===== src/rtl/ifft_pkg.sv =====
// ifft_pkg: shared sizes, FSM state type and output scaling helper for the IFFT controller.
package ifft_pkg;
    localparam int WORD_W   = 17;
    localparam int N_WORDS  = 16;
    localparam int LATENCY  = 3;
    localparam int CNT_W    = $clog2(N_WORDS);
    localparam int SCALE_SH = $clog2(N_WORDS / 2);

    typedef enum logic [2:0] {IDLE, LOAD, WAIT, CAPTURE, UNLOAD} ctrl_state_t;

    // Arithmetic shift floors toward -inf, giving the 1/N normalisation.
    function automatic logic [WORD_W-1:0] scale_word(input logic [WORD_W-1:0] w);
        return WORD_W'($signed(w) >>> SCALE_SH);
    endfunction
endpackage


===== src/rtl/ifft_out_stream.sv =====
// ifft_out_stream: result buffer and valid/ready output streamer for the IFFT controller.
// Defining IFFT_SCALE_EN right-shifts every output word by log2(N_WORDS/2).
module ifft_out_stream
    import ifft_pkg::*;
(
    input  logic                      clk,
    input  logic                      reset,
    input  logic                      capture,
    input  logic [N_WORDS*WORD_W-1:0] res_bus,
    input  logic                      out_ready,
    output logic                      out_valid,
    output logic [WORD_W-1:0]         out_data,
    output logic                      out_last,
    output logic                      fin
);
    logic [WORD_W-1:0] res_q [N_WORDS];
    logic [WORD_W-1:0] res_d [N_WORDS];
    logic [CNT_W-1:0]  cnt_q, cnt_d;
    logic              valid_q, valid_d;
    logic [WORD_W-1:0] word;

    always_comb begin
        res_d   = res_q;
        cnt_d   = cnt_q;
        valid_d = valid_q;
        fin     = 1'b0;
        if (capture) begin
            for (int k = 0; k < N_WORDS; k++) res_d[k] = res_bus[k*WORD_W +: WORD_W];
            cnt_d   = '0;
            valid_d = 1'b1;
        end else if (valid_q && out_ready) begin
            fin     = cnt_q == CNT_W'(N_WORDS - 1);
            valid_d = !fin;
            cnt_d   = fin ? cnt_q : cnt_q + 1'b1;
        end
    end

    always_ff @(posedge clk) begin
        if (reset) begin
            res_q   <= '{default: '0};
            cnt_q   <= '0;
            valid_q <= 1'b0;
        end else begin
            res_q   <= res_d;
            cnt_q   <= cnt_d;
            valid_q <= valid_d;
        end
    end

    assign word      = res_q[cnt_q];
    assign out_valid = valid_q;
    assign out_last  = valid_q && cnt_q == CNT_W'(N_WORDS - 1);
`ifdef IFFT_SCALE_EN
    assign out_data  = valid_q ? scale_word(word) : '0;
`else
    assign out_data  = valid_q ? word : '0;
`endif
endmodule


===== src/rtl/ifft_ctrl.sv =====
// ifft_ctrl: loads 16 words serially onto the IFFT sample bus, waits out the pipeline,
// captures the result bus and streams it back out. Optional IFFT_SCALE_EN scales outputs by 1/8.
module ifft_ctrl
    import ifft_pkg::*;
(
    input  logic                      clk,
    input  logic                      reset,
    input  logic                      start,
    input  logic                      in_valid,
    input  logic [WORD_W-1:0]         in_data,
    output logic                      in_ready,
    output logic [N_WORDS*WORD_W-1:0] smp_bus,
    input  logic [N_WORDS*WORD_W-1:0] res_bus,
    output logic                      out_valid,
    output logic [WORD_W-1:0]         out_data,
    input  logic                      out_ready,
    output logic                      out_last,
    output logic                      busy,
    output logic                      done
);
    localparam int LAT_W = $clog2(LATENCY + 1);

    ctrl_state_t               state_q, state_d;
    logic [CNT_W-1:0]          cnt_q, cnt_d;
    logic [LAT_W-1:0]          lat_q, lat_d;
    logic [N_WORDS*WORD_W-1:0] smp_q, smp_d;
    logic                      done_q, done_d;
    logic                      capture;
    logic                      fin;

    always_comb begin
        state_d = state_q;
        cnt_d   = cnt_q;
        lat_d   = lat_q;
        smp_d   = smp_q;
        done_d  = 1'b0;
        capture = 1'b0;
        case (state_q)
            IDLE: if (start) begin
                state_d = LOAD;
                cnt_d   = '0;
            end
            LOAD: if (in_valid) begin
                smp_d[cnt_q*WORD_W +: WORD_W] = in_data;
                // Counter parks on the last index; the state change ends the load.
                if (cnt_q == CNT_W'(N_WORDS - 1)) begin
                    state_d = WAIT;
                    lat_d   = '0;
                end else begin
                    cnt_d = cnt_q + 1'b1;
                end
            end
            WAIT: begin
                state_d = lat_q == LAT_W'(LATENCY - 1) ? CAPTURE : WAIT;
                lat_d   = lat_q == LAT_W'(LATENCY - 1) ? '0 : lat_q + 1'b1;
            end
            CAPTURE: begin
                capture = 1'b1;
                state_d = UNLOAD;
            end
            UNLOAD: if (fin) begin
                state_d = IDLE;
                done_d  = 1'b1;
            end
            default: state_d = IDLE;
        endcase
    end

    always_ff @(posedge clk) begin
        if (reset) begin
            state_q <= IDLE;
            cnt_q   <= '0;
            lat_q   <= '0;
            smp_q   <= '0;
            done_q  <= 1'b0;
        end else begin
            state_q <= state_d;
            cnt_q   <= cnt_d;
            lat_q   <= lat_d;
            smp_q   <= smp_d;
            done_q  <= done_d;
        end
    end

    assign in_ready = state_q == LOAD;
    assign busy     = state_q != IDLE;
    assign done     = done_q;
    assign smp_bus  = smp_q;

    ifft_out_stream u_out (
        .clk       (clk),
        .reset     (reset),
        .capture   (capture),
        .res_bus   (res_bus),
        .out_ready (out_ready),
        .out_valid (out_valid),
        .out_data  (out_data),
        .out_last  (out_last),
        .fin       (fin)
    );
endmodule


===== config.mk =====
export PLATFORM = sky130hd
export DESIGN_NAME = ifft_ctrl
export DESIGN_NICKNAME = d
export VERILOG_FILES = /design/src/rtl/ifft_pkg.sv /design/src/rtl/ifft_out_stream.sv /design/src/rtl/ifft_ctrl.sv
export SDC_FILE = /design/constraint.sdc
export NUM_CORES = 1
export LEC_CHECK = 0
export ABC_AREA = 1
export BUFFER_PORTS_ARGS = -buffer_cell sky130_fd_sc_hd__buf_2
export CAP_MARGIN = 10
export CORE_UTILIZATION = 34
export CTS_BUF_LIST = sky130_fd_sc_hd__clkbuf_4
export CTS_CLUSTER_SIZE = 16
export DETAILED_ROUTE_END_ITERATION = 8
export GPL_ROUTABILITY_DRIVEN = 1
export GPL_TIMING_DRIVEN = 0
export PLACE_DENSITY = 0.51
export SYNTH_ARGS = -nofsm -noshare
export SYNTH_HDL_FRONTEND = slang
export SYNTH_SLANG_ARGS = --single-unit

===== constraint.sdc =====
create_clock -name clk -period 2.4 [get_ports clk]
set_input_delay 0.12 -clock clk [delete_from_list [all_inputs] [get_ports clk]]
set_output_delay 0.12 -clock clk [all_outputs]
set_load 0.03 [all_outputs]

# Word-level counts from Yosys, hierarchy flattened

Index checks and enable logic that the tools add are counted.

Add/subtract/negate cells: 4
Multiply operators: 1
Div/mod/pow operators: 0
Magnitude comparators: 1
Equal/unequal tests: 12
Shift operators: 2
Mux-type cells: 25
Bitwise operators: 3
Reduce and logical (&&, ||, !) cells: 15

Operators by type and width:

| kind                                                                       | number |
|---|---|
| 272-bit bitwise mux                                                        | 1 |
| 17-bit by 34-bit variable shift with 272-bit output (first input constant) | 1 |
| 17-bit by 34-bit variable part select with 272-bit output                  | 1 |
| 17-bit binary-select mux with 4-bit select                                 | 1 |
| 17-bit 2-to-1 mux                                                          | 3 |
| 9-bit negation with 34-bit output                                          | 1 |
| 3-bit case mux with 5 select lines                                         | 1 |
| 3-bit 2-to-1 mux                                                           | 4 |
| 4-bit 2-to-1 mux                                                           | 3 |
| 4-bit by 5-bit multiplier with 9-bit output (second input constant)        | 1 |
| 4-bit by 1-bit adder with 4-bit output (second input constant)             | 2 |
| 4-bit == test (second input constant)                                      | 2 |
| 2-bit inequality test (second input constant)                              | 4 |
| 4-bit case mux with 2 select lines                                         | 1 |
| 4-bit AND reduction                                                        | 2 |
| 1-bit 2-to-1 mux                                                           | 7 |
| 3-bit by 2-bit == test with 1-bit output (second input constant)           | 2 |
| 2-bit 2-to-1 mux                                                           | 3 |
| 2-bit nonzero test                                                         | 3 |
| 5-bit greater-or-equal comparator (second input constant)                  | 1 |
| 4-bit inverter with 5-bit output                                           | 1 |
| 2-bit case mux with 2 select lines                                         | 1 |
| 2-bit AND reduction                                                        | 2 |
| 2-bit OR reduction                                                         | 2 |
| 11 further kinds                                                           | 13 |

Register bits after elaboration: 559
Bits in latches: 0
RAM bits: 0
ROM bits: 0
Output and inout bits: 294
Memories kept: 0

# Logic depth before layout (Yosys ltp)

Depth in word-level cells: 5
Gate-level depth with buffers: 14

# Cells and area by module

Synthesis repeated with hierarchy kept, for this count alone.

Cell total of the unflattened synthesis: 3886
Area total of the unflattened synthesis: 25326.8 µm²

By module, submodules not included:

| module          | instances | cells an instance | area an instance (µm²) |
|---|---|---|---|
| ifft_ctrl       | 1         | 1989              | 12737.2 |
| ifft_out_stream | 1         | 1897              | 12589.6 |

# Least setup slack after synthesis

Ideal clock, no wire load.

Path kind: reg2reg
From: register cnt_q[0]
To: register smp_q[10] (netlist: smp_bus[10])
Data arrival time: 1.920 ns
Slack: 0.370 ns
Cell stages (with the launch flop): 11
Clock period less this slack: 2.030 ns
Cells stage by stage: dfxtp_1 buf_2 inv_2 ha_1 nor2_1 inv_1 nor2_2 clkbuf_1 nand3_1 nand2_1 nor2_1

Cells in the longest elaborated chain, start to end: 4
Elaborated cells on any way between the ends: 5
Those cells by class: 1 x add/sub; 1 x mul; 2 x shift; 1 x mux

RTL lines:

| element                                                                                                                          | line            | source |
|---|---|---|
| from (decl)                                                                                                                      | ifft_ctrl.sv:24 | `logic [CNT_W-1:0] cnt_q, cnt_d;` |
| from (signal assigned)                                                                                                           | ifft_ctrl.sv:78 | `cnt_q <= cnt_d;` |
| 4-bit by 5-bit multiplier with 9-bit output *                                                                                    | ifft_ctrl.sv:44 | `smp_d[cnt_q*WORD_W +: WORD_W] = in_data;` |
| 9-bit negation with 34-bit output *                                                                                              | ifft_ctrl.sv:44 |  |
| 17-bit by 34-bit variable part select with 272-bit output or 17-bit by 34-bit variable shift with 272-bit output (tied branches) | ifft_ctrl.sv:44 |  |
| 272-bit bitwise mux *                                                                                                            | ifft_ctrl.sv:44 |  |
| to (signal assigned)                                                                                                             | ifft_ctrl.sv:80 | `smp_q <= smp_d;` |
| to (decl)                                                                                                                        | ifft_ctrl.sv:26 | `logic [N_WORDS*WORD_W-1:0] smp_q, smp_d;` |

Mark *: on every way between the ends. The rest lies on a longest branch, timed or not.
A chain may end at the register's enable or synchronous reset.

# Final worst setup path

From: register u_out.cnt_q[0]
To: output out_data[9]

Cells in the longest elaborated chain, start to end: 5

RTL lines:

| element                                                | line                  | source |
|---|---|---|
| from (decl)                                            | ifft_out_stream.sv:18 | `logic [CNT_W-1:0] cnt_q, cnt_d;` |
| from (signal assigned)                                 | ifft_out_stream.sv:45 | `cnt_q <= cnt_d;` |
| 4-bit inverter with 5-bit output (implied by the code) | ifft_out_stream.sv:50 | `assign word = res_q[cnt_q];` |
| 17-bit binary-select mux with 4-bit select             | ifft_out_stream.sv:50 |  |
| 17-bit 2-to-1 mux (implied by the code) (2 in a row)   | ifft_out_stream.sv:50 |  |
| 17-bit 2-to-1 mux                                      | ifft_out_stream.sv:56 | `assign out_data = valid_q ? word : '0;` |
| to (decl)                                              | ifft_ctrl.sv:15       | `output logic [WORD_W-1:0] out_data,` |

No other way between the ends. The select of a mux whose other input is x is not followed.

==> impl_metrics.csv <==
group,metric,value,unit
layout,final_net_count,5463,
drt,wire_per_inst,19.2,um
worst_setup_path,arrival,2.65,ns
floorplan,die-area,0.0743,mm2
pwr,power_density,704,mW/mm2
synthesis,synthCells,3833,
sta,setup_viol_count_final,17,
placed_design,gp_congestion,0.938,
cts,clkTransAtPathRegs,0.06,ns
placed_design,place_area,0.0290,mm2
sta,period_minus_slack,2.77,ns
worst_setup_path,crit_path_end_kind,"output pin",
pwr,power_leakage,0.0180,uW
floorplan,core_area,0.0720,mm2
layout,final_common_cell,"nand2_1",
worst_setup_path,cp_max_fo,7,
layout,fin_cells,6235,
synthesis,synth_top_family_by_area,"simple AND/OR/NAND/NOR gates",
layout,fill_cells,7192,
global_routing,grt_pass1_vias,29400,
drt,drcViolationCount,0,
synthesis,synthAdderAreaFrac,0.302,%
synthesis,synth_fp_nets,4133,
worst_setup_path,startpoint_type,"register",
sta,rsz0062_at_grt,"true",
sta,tns,-5.30,ns
synthesis,synth_simple_gate_area_share,31.0,%
drt,drt-total-wl,120,mm
outcome,status,"finished with violations",
global_routing,grt_max_degree,17,
sta,tightestPinTransition,1.09,ns
synthesis,synth.distinct_cells,26,
worst_setup_path,path_class,"register to output pin",
global_routing,antenna_found_initial,9,
drt,viasPerCell,4.80,
sta,setup_ws,-0.374,ns
cts,cts_tree,"yes",
synthesis,ys_warn_count,0,
floorplan,rows,98,
pwr,peakVddDrop,0.348,mV
drt,dr.pass1.iters,6,
placed_design,port_buffers,586,
run,maxCapViolCount,0,
synthesis,syn_area,0.0249,mm2
cts,clock_latency,1.02,ns
global_routing,grt.overflow.total,0,
floorplan,initial_core_util,34.6,%
cts,numCtsBuffers,163,
drt,ant_nets,0,
layout,area_growth,54.6,%
outcome,violations,"negative setup slack",
synthesis,syn_avg_cell_area,6.49,um2
synthesis,ys_ff_latch,559,
drt,vias,29900,
pwr,finalPower,27100,uW
layout,fin_area,0.0385,mm2
drt,drtIter0Drc,2000,
floorplan,die_h,272,um
global_routing,grt_util_all_layers,31.3,%
synthesis,ys_seq_area_share,45.0,%
layout,post-route-util,53.4,%
sta,drv_slew,0,
synthesis,synth_compound_area_share,11.5,%
floorplan,io_pins,588,
floorplan,die_w,272,um
sta,fin_crit_sh,116,%
sta,relSlewSlack,27.1,%
synthesis,synth_xor_area_share,0.0352,%
placed_design,dp_hpwl,84.5,mm
layout,drive_above_1_share,23.3,%
layout,final_cell_mix,"nand2_1, nor2_1, buf_2, dlygate4sd3_1, dfxtp_1",
cts,cts_max_level,4,
synthesis,synth_mux_area_share,0,%
sta,max_freq,360,MHz
global_routing,grt_pass1_wl,175,mm
hold_path,whs_path_depth,4,
hold_path,hold_path.class,"input pin to register",
sta,clock_skew,0.0854,ns
placed_design,place_inst,5369,
worst_setup_path,required,2.28,ns
sta,hold_viol,0,
cts,cts.path.max_buffers,3,
cts,cts_root_buffer,"clkbuf_4",
worst_setup_path,r2r_cells,10,
cts,cts_sinks,559,
cells by family (layout without fill, tap and decap cells):
logic type,Yosys count,after routing
and+or+nand+nor,1913,1913
xor gates and xnor gates,1,1
DFF,559,559
adders and majority gates,6,6
AOI/OAI and AO/OA,571,571
other,0,13
buffers and inverters,783,2222
critical path, stage by stage, from the launching register on:
cell	delay, ns
dfxtp_4	0.38
buf_12	0.14
inv_8	0.04
buf_12	0.14
buf_12	0.13
nand2_1	0.05
nand3_1	0.07
nand2_1	0.11
nand2_1	0.07
nand2_2	0.08
inv_4	0.06
a21oi_4	0.24
buf_6	0.17
area by class of cell:
cell class	instances	area [um2]	area share [%]
multi-input combinational	2491	11600	30.3
sequential	559	11200	29.1
timing repair buffer	1166	8860	23.0
inverter	546	2100	5.45
clock buffer	241	1810	4.70
buffer	236	1390	3.62
tap	950	1190	3.09
clock inverter	33	249	0.647
antenna	13	32.5	0.0846
timing repair:
action,4_1_cts,5_1_grt
endpoints found under the setup margin,195,312
cloned,4,1
hold buffers,558,0
gates resized for setup,372,105
pin swaps,48,51
endpoints found under the hold margin,552,0
buffers inserted,4,13
stage by stage:
step	hold slack, ns	setup WS, ns
3_5_place_dp	0.380	-0.597
3_3_place_gp	0.373	-0.534
4_1_cts	0.000328	-0.454
5_1_grt	0.0637	-0.474
6_report	0.129	-0.374
2_1_floorplan	0.287	0.370
per-layer routing:
metal / GRT usage (%) / part of all wire, %
met3: 8.58 / 7.7
met4: 17.3 / 5.3
met5: 0 / 0.0083
met1: 34.9 / 39
met2: 53.7 / 48
state kept, by name, indices dropped and copies added, names as in the netlist:
register,flops
cnt_q,4
done,1
lat_q,2
smp_bus,272
state_q,3
u_out.cnt_q,4
u_out.out_valid,1
u_out.res_q,272
synthesized netlist by cell type, drive strengths merged:
cell type  instances  area share [%]
nand2            860              13
nor2             760              12
dfxtp            559              45
inv              538             8.1
o21ai            303             6.1
a21oi            266             5.4
nand3            260             5.4
clkbuf           156             2.4
buf               81             1.6
nand4             27            0.74
clkinv             8            0.12
ha                 6            0.30
nor3               5            0.15
a211oi             2           0.060
nand3b             1           0.030
xor2               1           0.035
report_power, final:
part | leakage [uW] | switching, uW | total (uW) | internal, uW
Sequential | 0.00452 | 339 | 10400 | 10100
Clock | 0.00121 | 4390 | 9280 | 4890
Combinational | 0.0123 | 4900 | 7350 | 2450
Total | 0.0180 | 9630 | 27100 | 17400
final timing paths:
check	to	slack [ns]	start
min	u_out.res_q[10]$_SDFFE_PP0P_	0.13	res_bus[265]
max	out_data[9]	-0.37	u_out.cnt_q[0]$_SDFFE_PP0P_
max reg2reg	smp_bus[150]$_SDFFE_PP0P_	0.12	cnt_q[0]$_SDFFE_PP0P_
min reg2reg	u_out.res_q[241]$_SDFFE_PP0P_	0.45	u_out.res_q[241]$_SDFFE_PP0P_
Power figures use the tool's default switching activity.
